**config.mk**
```make
export PLATFORM = sky130hd
export DESIGN_NAME = alu_op_sequencer
export DESIGN_NICKNAME = d
export VERILOG_FILES = /design/src/rtl/alu_op_sequencer.sv
export SDC_FILE = /design/constraint.sdc
export NUM_CORES = 1
export LEC_CHECK = 0
export CELL_PAD_IN_SITES_DETAIL_PLACEMENT = 1
export CELL_PAD_IN_SITES_GLOBAL_PLACEMENT = 1
export CORE_MARGIN = 5
export CORE_UTILIZATION = 35
export CTS_CLUSTER_DIAMETER = 50
export DETAILED_ROUTE_END_ITERATION = 6
export MAX_ROUTING_LAYER = met4
export PLACE_DENSITY = 0.79
export SLEW_MARGIN = 25
export SYNTH_ARGS = -nofsm -noshare
export SYNTH_HDL_FRONTEND = slang
export SYNTH_SLANG_ARGS = --single-unit
```
**constraint.sdc**
```tcl
create_clock -name clk -period 5 [get_ports clk]
set_input_delay 1 -clock clk [delete_from_list [all_inputs] [get_ports clk]]
set_output_delay 1 -clock clk [all_outputs]
set_load 0.02 [all_outputs]
```
**src/rtl/alu_op_sequencer.sv**
```systemverilog
// MIPS ALU control with valid/ready handshakes and registered outputs.
// SLL/SRL requests are expanded into shamt single-bit shift beats for a 1-bit-shift ALU.
module alu_op_sequencer #(
  parameter int ALUOP_W = 3,
  parameter int FUNCT_W = 6,
  parameter int OPER_W  = 4,
  parameter int SHAMT_W = 5
) (
  input  logic               clk,
  input  logic               reset,
  input  logic               in_valid,
  output logic               in_ready,
  input  logic [ALUOP_W-1:0] alu_op,
  input  logic [FUNCT_W-1:0] funct,
  input  logic [SHAMT_W-1:0] shamt,
  output logic               out_valid,
  input  logic               out_ready,
  output logic [OPER_W-1:0]  alu_operation,
  output logic               shift_step,
  output logic               step_last,
  output logic               busy,
  output logic               jr_detect,
  output logic               illegal
);

  typedef enum logic [1:0] {ST_IDLE, ST_ISSUE, ST_SHIFT} state_t;

  localparam logic [3:0] OP_AND  = 4'd0;
  localparam logic [3:0] OP_OR   = 4'd1;
  localparam logic [3:0] OP_NOR  = 4'd2;
  localparam logic [3:0] OP_ADD  = 4'd3;
  localparam logic [3:0] OP_SUB  = 4'd4;
  localparam logic [3:0] OP_LUI  = 4'd5;
  localparam logic [3:0] OP_SLL  = 4'd6;
  localparam logic [3:0] OP_SRL  = 4'd7;
  localparam logic [3:0] OP_PASS = 4'd8;
  localparam logic [3:0] OP_ILL  = 4'd15;

  state_t               r_state;
  logic                 r_out_valid, r_shift_step, r_step_last, r_busy, r_jr, r_illegal;
  logic [OPER_W-1:0]    r_alu_operation;
  logic [SHAMT_W-1:0]   r_remaining;

  state_t               w_state_nx;
  logic                 w_out_valid_nx, w_shift_step_nx, w_step_last_nx, w_busy_nx, w_jr_nx, w_illegal_nx;
  logic [OPER_W-1:0]    w_alu_operation_nx;
  logic [SHAMT_W-1:0]   w_remaining_nx;

  logic [3:0]           w_code;
  logic                 w_is_shift, w_jr, w_illegal;

  assign in_ready = (r_state == ST_IDLE) && !reset;

  // Request decode; illegal encodings take priority over every other attribute.
  always_comb begin
    w_code     = OP_ADD;
    w_is_shift = 1'b0;
    w_jr       = 1'b0;
    w_illegal  = 1'b0;
    unique case (alu_op[2:0])
      3'b000:  w_code = OP_ADD;
      3'b001:  w_code = OP_OR;
      3'b010:  w_code = OP_AND;
      3'b011:  w_code = OP_ADD;
      3'b100:  w_code = OP_SUB;
      3'b101:  w_code = OP_LUI;
      3'b110:  w_illegal = 1'b1;
      default: begin
        if (|(funct >> 6)) begin
          w_illegal = 1'b1;
        end else begin
          case (funct[5:0])
            6'h20:   w_code = OP_ADD;
            6'h22:   w_code = OP_SUB;
            6'h24:   w_code = OP_AND;
            6'h25:   w_code = OP_OR;
            6'h27:   w_code = OP_NOR;
            6'h00:   begin w_code = OP_SLL;  w_is_shift = 1'b1; end
            6'h02:   begin w_code = OP_SRL;  w_is_shift = 1'b1; end
            6'h08:   begin w_code = OP_PASS; w_jr = 1'b1; end
            default: w_illegal = 1'b1;
          endcase
        end
      end
    endcase
    if (|(alu_op >> 3)) w_illegal = 1'b1;
    if (w_illegal) begin
      w_code     = OP_ILL;
      w_is_shift = 1'b0;
      w_jr       = 1'b0;
    end
  end

  // NOTE: every signal written here gets a default first, so no path can infer a latch.
  always_comb begin
    w_state_nx         = r_state;
    w_out_valid_nx     = r_out_valid;
    w_alu_operation_nx = r_alu_operation;
    w_shift_step_nx    = r_shift_step;
    w_step_last_nx     = r_step_last;
    w_busy_nx          = r_busy;
    w_jr_nx            = r_jr;
    w_illegal_nx       = r_illegal;
    w_remaining_nx     = r_remaining;
    unique case (r_state)
      ST_IDLE: begin
        if (in_valid && in_ready) begin
          w_out_valid_nx  = 1'b1;
          w_busy_nx       = 1'b1;
          w_jr_nx         = w_jr;
          w_illegal_nx    = w_illegal;
          w_remaining_nx  = shamt;
          if (w_is_shift && (shamt != '0)) begin
            w_state_nx         = ST_SHIFT;
            w_alu_operation_nx = OPER_W'(w_code);
            w_shift_step_nx    = 1'b1;
            w_step_last_nx     = (shamt == SHAMT_W'(1));
          end else begin
            w_state_nx         = ST_ISSUE;
            w_alu_operation_nx = w_is_shift ? OPER_W'(OP_PASS) : OPER_W'(w_code);
            w_shift_step_nx    = 1'b0;
            w_step_last_nx     = 1'b1;
          end
        end
      end
      ST_ISSUE: begin
        if (out_ready) begin
          w_state_nx         = ST_IDLE;
          w_out_valid_nx     = 1'b0;
          w_alu_operation_nx = '0;
          w_shift_step_nx    = 1'b0;
          w_step_last_nx     = 1'b0;
          w_busy_nx          = 1'b0;
          w_jr_nx            = 1'b0;
          w_illegal_nx       = 1'b0;
          w_remaining_nx     = '0;
        end
      end
      default: begin
        if (out_ready) begin
          if (r_remaining == SHAMT_W'(1)) begin
            w_state_nx         = ST_IDLE;
            w_out_valid_nx     = 1'b0;
            w_alu_operation_nx = '0;
            w_shift_step_nx    = 1'b0;
            w_step_last_nx     = 1'b0;
            w_busy_nx          = 1'b0;
            w_jr_nx            = 1'b0;
            w_illegal_nx       = 1'b0;
            w_remaining_nx     = '0;
          end else begin
            w_remaining_nx = r_remaining - SHAMT_W'(1);
            w_step_last_nx = (r_remaining == SHAMT_W'(2));
          end
        end
      end
    endcase
  end

  // NOTE: state uses non-blocking assignments so all registers update together at the edge.
  always_ff @(posedge clk) begin
    if (reset) begin
      r_state         <= ST_IDLE;
      r_out_valid     <= 1'b0;
      r_alu_operation <= '0;
      r_shift_step    <= 1'b0;
      r_step_last     <= 1'b0;
      r_busy          <= 1'b0;
      r_jr            <= 1'b0;
      r_illegal       <= 1'b0;
      r_remaining     <= '0;
    end else begin
      r_state         <= w_state_nx;
      r_out_valid     <= w_out_valid_nx;
      r_alu_operation <= w_alu_operation_nx;
      r_shift_step    <= w_shift_step_nx;
      r_step_last     <= w_step_last_nx;
      r_busy          <= w_busy_nx;
      r_jr            <= w_jr_nx;
      r_illegal       <= w_illegal_nx;
      r_remaining     <= w_remaining_nx;
    end
  end

  assign out_valid     = r_out_valid;
  assign alu_operation = r_alu_operation;
  assign shift_step    = r_shift_step;
  assign step_last     = r_step_last;
  assign busy          = r_busy;
  assign jr_detect     = r_jr;
  assign illegal       = r_illegal;

endmodule

```
==> run_results.csv, run 1 <==
group,metric,value,unit
status,status,"finished clean",
placement,gp_routability_congestion,0.879,
worst_setup_path,worstPathMaxFanout,13,
logic_synthesis,ys_seq_elements,15,
power,p_leak,0.482,nW
worst_setup_path,reg2reg_depth,6,
cells_and_area,nets,171,
grt,grt_pass1_wl,4820,um
worst_setup_path,worst_setup_path_start_kind,"input pin",
die,dieArea,0.00387,mm^2
timing,finalSetupTns,0,ns
power,ir_drop,0.166,mV
logic_synthesis,synth_warnings,0,
cells_and_area,layoutNonFillerInstCount,180,
cells_and_area,insertedDiodeCount,0,
clock_tree,post_cts_buffers,0,
worst_setup_path,required,4.00,ns
power,swShare,31.0,%
logic_synthesis,ys_seq_area_share,31.5,%
cells_and_area,drive_gt1_share,8.05,%
clock_tree,cts_buffers,3,
clock_tree,cts_root_buf,"clkbuf_4",
die,coreArea,0.00269,mm^2
clock_tree,ctsHoldBuffers,0,
timing,clock-skew-final,0.0166,ns
detailed_routing,wirelength,2770,um
worst_setup_path,path_class,"input pin to primary output",
grt,grt_pass1_vias,1063,
cells_and_area,area_growth,34.5,%
die,fp.dieH,62.2,um
timing,hold_viol,0,
logic_synthesis,synthesis.nets,142,
logic_synthesis,netlist_area,955,um^2
clock_tree,htreeDepth,1,
clock_tree,insertion_delay,0.29,ns
power,p_clk_share,24.6,%
flow_run,drv_cap,0,
power,p_sw,88.5,uW
worst_setup_path,arrival,2.44,ns
grt,grt_overflow,0,
placement,dp_cells,176,
die,placementRows,19,
clock_tree,cts_tree,"done",
timing,min_period,3.44,ns
detailed_routing,dr.pass1.iters,4,
timing,period_share,68.9,%
die,start_util,35.5,%
logic_synthesis,synth_edf_count,0,
timing,slew_headroom,68.4,%
grt,antenna_found_initial,0,
detailed_routing,vias_per_cell,5.67,
power,power_frac_seq,46.6,%
placement,dp_hpwl,2210,um
power,power_density,222,mW/mm^2
power,p_comb_share,28.8,%
detailed_routing,antenna_left,0,
logic_synthesis,postSynthAreaPerCell,7.89,um^2
clock_tree,numClockSinks,15,
detailed_routing,routedWlPerCell,15.4,um
power,power.internal,197,uW
logic_synthesis,synth_ff_type,"dfxtp_1",
grt,grt_max_degree,14,
detailed_routing,drt-initial-drc-count,32,
clock_tree,clk_pin_slew,0.08,ns
detailed_routing,drc,0,
logic_synthesis,ys_async_sr_fraction,0,%
timing,fmax,290,MHz
clock_tree,clk_path_buf_depth,2,
detailed_routing,vias,1020,
timing,rsz0062_at_grt,"false",
timing,drv_slew,0,
min_path,min_path_cells,2,
logic_synthesis,synthCells,121,
placement,port_buffers,28,
timing,setup_viol,0,
die,fp.dieW,62.2,um
die,num_io_pins,29,
worst_setup_path,cp-end-kind,"primary output",
min_path,hp-class,"flop to flop",
logic_synthesis,synth_cell_types,43,
clock_tree,postCtsResizedCells,0,
grt,grt_util_all_layers,15.3,%
timing,tightest_slew,0.472,ns
## worst max-delay path, cell delays in order
cell and delay, ns:
clkdlybuf4s50_1 0.64, nor2_1 0.18, clkdlybuf4s50_1 0.61
## cell usage in the layout, fill, tap and decap left out, drive strengths merged, types with 3 or more instances in the layout
cell,netlist,routed
dfxtp,15,15
nand2,10,10
inv,7,7
nor3,5,5
xnor2,4,4
a21oi,11,11
ha,3,3
a22o,3,3
nor2,15,15
nor3b,3,3
o21ai,7,7
clkdlybuf4s50,0,28
clkbuf,2,3
## logic make-up after synthesis
kind of cell,count (synthesis),synth area share [%]
AO/OA/AOI/OAI,38,26.7
buffers and inverters,12,5.37
flip-flops,15,31.5
XOR/XNOR,6,5.50
adder cells (fa/ha/maj),3,3.93
AND/OR/NAND/NOR,47,27.0
## cell type report
| cell class | count | area (um^2) |
|---|---|---|
| Fill cell | 340 | 1400 |
| Multi-Input combinational cell | 94 | 603 |
| Sequential cell | 15 | 300 |
| Timing Repair Buffer | 29 | 288 |
| Tap cell | 31 | 38.8 |
| Inverter | 7 | 26.3 |
| Clock buffer | 3 | 22.5 |
| Clock inverter | 1 | 5.00 |
## registers in the layout, indices dropped and copies added, names as in the netlist
signal and flops:
illegal 1, r_state 2, step_last 1, jr_detect 1
alu_operation 4, r_remaining 5, busy 1
## cells in the mapped netlist (3+ instances only)
| cell type | count | area, um^2 |
|---|---|---|
| nor2_1 | 14 | 52.6 |
| inv_1 | 7 | 26.3 |
| nor3b_1 | 3 | 22.5 |
| dfxtp_1 | 15 | 300 |
| nand2_1 | 9 | 33.8 |
| a22o_1 | 3 | 26.3 |
| a21oi_1 | 11 | 55.1 |
| ha_1 | 3 | 37.5 |
| xnor2_1 | 4 | 35.0 |
| o21ai_0 | 5 | 25.0 |
| nor3_1 | 4 | 20.0 |
## layer usage
| metal | global-route usage [%] | wire (um) | share of wire, % |
|---|---|---|---|
| met5 | - | 0 | 0 |
| met4 | 5.69 | 37 | 1.3 |
| met3 | 4.14 | 155 | 5.6 |
| met2 | 24.7 | 1330 | 48 |
| met1 | 18.0 | 1250 | 45 |
## worst paths after layout
check | start | to | slack [ns]
setup reg to reg | r_state[1]$_SDFFE_PP0P_ | alu_operation[3]$_SDFFE_PP0P_ | 3.21
hold reg to reg | illegal$_SDFFE_PP0P_ | illegal$_SDFFE_PP0P_ | 0.46
hold / removal | illegal$_SDFFE_PP0P_ | illegal$_SDFFE_PP0P_ | 0.46
setup / recovery | reset | in_ready | 1.56
## power groups by stage
stage	combinational [mW]	sequential, mW	clock [mW]
after floorplan	0.0408	0.140	0
after global placement	0.0803	0.135	0
after detailed placement	0.0826	0.136	0
after CTS	0.0832	0.133	0.0728
after global routing	0.0897	0.135	0.0818
final	0.0822	0.133	0.0702
## through the flow
step / setup slack [ns] / power [mW] / cell area [um^2] / hold slack (ns) / util, %
global placement: 1.55 / 0.216 / 1260 / 0.447 / 46.8
detailed placement: 1.53 / 0.219 / 1260 / 0.456 / 46.8
floorplan: 2.51 / 0.180 / 955 / 0.457 / -
CTS: 1.52 / 0.289 / 1280 / 0.468 / 47.8
global route: 1.45 / 0.306 / 1280 / 0.472 / 47.8
finish: 1.56 / 0.286 / 1280 / 0.463 / 47.8
Power figures use the tool's default switching activity.
==> run 2, diff against run 1 <==
Settings changed: CORE_UTILIZATION 35 to 29, PLACE_DENSITY 0.79 to 0.69.
Clock period 5 ns to 3 ns, I/O delays scaled along.
==> run_results.csv, run 2 (synthesis results as in run 1) <==
group,metric,value,unit
worst_setup_path,arrival,1.78,ns
detailed_routing,drc,0,
detailed_routing,dr.pass1.iters,4,
power,ir_drop,0.167,mV
die,fp.dieW,67.4,um
detailed_routing,drt-initial-drc-count,37,
timing,setup_viol,0,
placement,gp_routability_congestion,0.830,
timing,period_share,79.3,%
clock_tree,clk_path_buf_depth,2,
grt,grt_overflow,0,
cells_and_area,insertedDiodeCount,0,
worst_setup_path,required,2.40,ns
grt,grt_util_all_layers,14.9,%
grt,grt_pass1_vias,1124,
min_path,min_path_cells,2,
min_path,hp-class,"flop to flop",
timing,setup_ws,0.620,ns
die,num_io_pins,29,
placement,dp_hpwl,2290,um
grt,grt_pass1_wl,5090,um
power,power_density,370,mW/mm^2
timing,rsz0062_at_grt,"false",
detailed_routing,routedWlPerCell,14.8,um
cells_and_area,largest_reg_flops,5,
clock_tree,htreeDepth,1,
placement,place_ws,0.557,ns
die,placementRows,20,
cells_and_area,regMostFlops,"r_remaining",
cells_and_area,nets,172,
timing,tightest_slew,0.459,ns
cells_and_area,area_growth,37.0,%
power,p_leak,0.486,nW
grt,grt_max_degree,14,
cells_and_area,drive_gt1_share,8.67,%
worst_setup_path,cp-end-kind,"primary output",
die,fp.dieH,67.4,um
detailed_routing,wirelength,2870,um
worst_setup_path,worst_setup_path_start_kind,"input pin",
timing,clock-skew-final,0.00817,ns
detailed_routing,antenna_left,0,
flow_run,drv_cap,0,
clock_tree,numClockSinks,15,
status,status,"finished clean",
clock_tree,cts_root_buf,"clkbuf_4",
grt,antenna_found_initial,0,
worst_setup_path,worstPathMaxFanout,3,
worst_setup_path,path_class,"input pin to primary output",
timing,finalSetupTns,0,ns
clock_tree,post_cts_buffers,0,
cells_and_area,layout_common_cells,"clkdlybuf4s50_1, dfxtp_1, nor2_1",
timing,drv_slew,0,
cells_and_area,final_common_cell,"clkdlybuf4s50_1",
die,dieArea,0.00454,mm^2
clock_tree,insertion_delay,0.30,ns
placement,port_buffers,28,
detailed_routing,vias,1000,
clock_tree,ctsHoldBuffers,0,
worst_setup_path,reg2reg_depth,6,
timing,slew_headroom,69.4,%
clock_tree,cts_tree,"done",
timing,min_period,2.38,ns
timing,hold_viol,0,
timing,fmax,420,MHz
timing,hold_ws,0.469,ns
detailed_routing,vias_per_cell,5.15,
clock_tree,clk_pin_slew,0.09,ns
die,start_util,30.8,%
die,coreArea,0.00310,mm^2
clock_tree,postCtsResizedCells,0,
clock_tree,cts_buffers,3,
run 2: changes by cell type in the layout (fill, tap and decap cells not counted):
cell,change
buf_4,+1
run 2: layout make-up:
| cell class | count | area, um^2 |
|---|---|---|
| clock inverters | 1 | 5.00 |
| clock buffers | 3 | 22.5 |
| fillers | 411 | 1800 |
| repair buffers | 30 | 295 |
| multi-input cells | 94 | 603 |
| flip-flops and latches | 15 | 300 |
| well taps | 44 | 55.1 |
| inverters | 7 | 26.3 |
run 2: final timing paths:
path / start / end / slack, ns
setup / recovery: reset / in_ready / 0.62
hold reg to reg: illegal$_SDFFE_PP0P_ / illegal$_SDFFE_PP0P_ / 0.47
setup reg to reg: r_state[1]$_SDFFE_PP0P_ / r_remaining[3]$_SDFFE_PP0P_ / 1.27
hold / removal: illegal$_SDFFE_PP0P_ / illegal$_SDFFE_PP0P_ / 0.47
run 2: worst max-delay path, stage by stage:
cell and delay (ns):
clkdlybuf4s50_1 0.46, nor2_1 0.12, clkdlybuf4s50_1 0.61
run 2: report_power, final:
| group | switching, mW | leakage (nW) | internal, mW |
|---|---|---|---|
| clock network | 0.0750 | 0.0177 | 0.0497 |
| registers | 0.0105 | 0.123 | 0.212 |
| logic | 0.0693 | 0.346 | 0.0682 |
run 2: stage by stage:
stage | power [mW] | cell area [um^2] | util (%) | instances
floorplan | 0.301 | 955 | - | 121
global placement | 0.363 | 1280 | 41.3 | 190
detailed placement | 0.365 | 1280 | 41.3 | 190
CTS | 0.489 | 1310 | 42.1 | 194
global route | 0.515 | 1310 | 42.1 | 194
finish | 0.484 | 1310 | 42.1 | 194
run 2: routing by layer:
metal | global-route usage, % | share of wire [%] | vias to the layer above
li1 | - | - | 495
met1 | 18.2 | 50 | 476
met2 | 23.6 | 44 | 24
met3 | 3.99 | 4.4 | 5
met4 | 5.32 | 1.7 | 0
met5 | - | 0 | -
==> run 3, diff against run 2 <==
Clock period 3 ns to 2.15 ns, I/O delays scaled along.
==> run_results.csv, run 3 (synthesis results as in run 1) <==
group,metric,value,unit
detailed_routing,antenna_left,0,
detailed_routing,vias_per_cell,5.00,
detailed_routing,dr.pass1.iters,4,
power,power_density,489,mW/mm^2
worst_setup_path,reg2reg_from,"r_state[1]$_SDFFE_PP0P_",
detailed_routing,wirelength,3010,um
clock_tree,htreeDepth,1,
flow_run,drv_cap,0,
timing,tightest_slew,0.442,ns
timing,rsz0062_at_grt,"false",
cells_and_area,layout_common_cells,"clkdlybuf4s50_1, buf_4, dfxtp_1",
timing,min_period,1.91,ns
die,fp.dieW,67.4,um
timing,setup_viol,0,
power,ir_drop,0.276,mV
cells_and_area,nets,187,
worst_setup_path,cp-end-kind,"flop",
timing,hold_ws,0.461,ns
power,finalPower,696,uW
worst_setup_path,worst-r2r-setup-slack,0.45,ns
cells_and_area,largest_reg_flops,5,
cells_and_area,regMostFlops,"r_remaining",
cells_and_area,fin_area,0.00142,mm^2
min_path,min_to,"illegal$_SDFFE_PP0P_",
grt,grt_overflow,0,
worst_setup_path,required,2.33,ns
clock_tree,cts_tree,"done",
die,num_io_pins,29,
clock_tree,numClockSinks,15,
grt,grt_pass1_wl,5320,um
status,status,"finished clean",
grt,grt_util_all_layers,15.9,%
timing,period_share,88.7,%
timing,setup_ws,0.242,ns
placement,port_buffers,28,
power,p_leak,0.570,nW
min_path,worstHoldStart,"illegal$_SDFFE_PP0P_",
timing,slew_headroom,70.5,%
timing,fmax,524,MHz
placement,gp_routability_congestion,0.799,
cells_and_area,insertedDiodeCount,0,
min_path,hp-class,"flop to flop",
detailed_routing,drc,0,
cells_and_area,final_common_cell,"clkdlybuf4s50_1",
detailed_routing,drt-initial-drc-count,51,
worst_setup_path,worstPathMaxFanout,3,
die,placementRows,20,
clock_tree,cts_root_buf,"clkbuf_4",
timing,clock-skew-final,0.0138,ns
worst_setup_path,r2r-end,"alu_operation[3]$_SDFFE_PP0P_",
detailed_routing,routedWlPerCell,14.4,um
clock_tree,clk_pin_slew,0.09,ns
clock_tree,ctsHoldBuffers,0,
cells_and_area,area_growth,49.0,%
clock_tree,post_cts_buffers,0,
timing,drv_slew,0,
placement,place_area,0.00139,mm^2
clock_tree,clk_path_buf_depth,2,
worst_setup_path,arrival,2.09,ns
die,fp.dieH,67.4,um
grt,grt_pass1_vias,1139,
timing,hold_viol,0,
grt,antenna_found_initial,0,
clock_tree,insertion_delay,0.29,ns
grt,grt_max_degree,12,
die,dieArea,0.00454,mm^2
die,start_util,30.8,%
die,coreArea,0.00310,mm^2
worst_setup_path,path_class,"input pin to flop",
worst_setup_path,reg2reg_depth,5,
min_path,min_path_cells,2,
detailed_routing,vias,1045,
worst_setup_path,worst_setup_path_start_kind,"input pin",
placement,place_ws,-0.0665,ns
placement,dp_hpwl,2480,um
clock_tree,cts_buffers,3,
cells_and_area,drive_gt1_share,17.0,%
-- run 3: cell count changes in the layout (fill, tap and decap cells not counted) --
cell | previous run | this run
clkdlybuf4s50_1 | 28 | 27
dlymetal6s2s_1 | 0 | 1
buf_4 | 2 | 17
-- run 3: report_power, final --
part           switching (mW)  internal [mW]  leakage [nW]  total (mW)
combinational           0.104          0.114         0.430       0.218
sequential             0.0147          0.295         0.123       0.310
clock                  0.0985         0.0692        0.0177       0.168
total                   0.217          0.479         0.570       0.696
-- run 3: worst max-delay path, cell delays in order --
cell and delay (ns):
clkdlybuf4s50_1 0.43, or4_4 0.55, or3_4 0.36, nor2_1 0.10, a311oi_1 0.05, a21o_1 0.17
-- run 3: final cells by class --
type / instances / area [um^2]
clock buffer: 3 / 22.5
clock inverter: 1 / 5.00
fill: 409 / 1680
inverter: 7 / 26.3
multi-input combinational: 94 / 603
sequential: 15 / 300
tap: 44 / 55.1
timing repair buffer: 45 / 410
-- run 3: worst max path at each step --
stage	endpoint	slack, ns	cells after the start	start
floorplan	alu_operation[1]$_SDFFE_PP0P_	0.42	5	shamt[2]
global placement	alu_operation[1]$_SDFFE_PP0P_	-0.03	6	shamt[2]
detailed placement	alu_operation[1]$_SDFFE_PP0P_	-0.07	6	shamt[2]
CTS	in_ready	0.05	3	r_state[1]$_SDFFE_PP0P_
global route	alu_operation[3]$_SDFFE_PP0P_	0.16	6	reset
finish	alu_operation[2]$_SDFFE_PP0P_	0.24	6	shamt[2]
-- run 3: per-layer routing --
metal  vias up  routed length (um)  GRT usage (%)
met5         -                   0              -
met4         0                  27           3.80
met3         4                 189           4.66
met2        30                1320           24.4
met1       483                1470           20.4
li1        528                   -              -
-- run 3: repair_timing --
action | CTS | global route
endpoints found under the setup margin | 0 | 1
gates resized for setup | 0 | 1
endpoints found under the hold margin | 0 | 0
-- run 3: per-stage QoR --
| step | instances | utilization, % | TNS, ns |
|---|---|---|---|
| finish | 209 | 45.8 | 0 |
| global placement | 205 | 44.9 | -0.0582 |
| CTS | 209 | 45.8 | 0 |
| global route | 209 | 45.8 | 0 |
| detailed placement | 205 | 44.9 | -0.269 |
| floorplan | 121 | - | 0 |
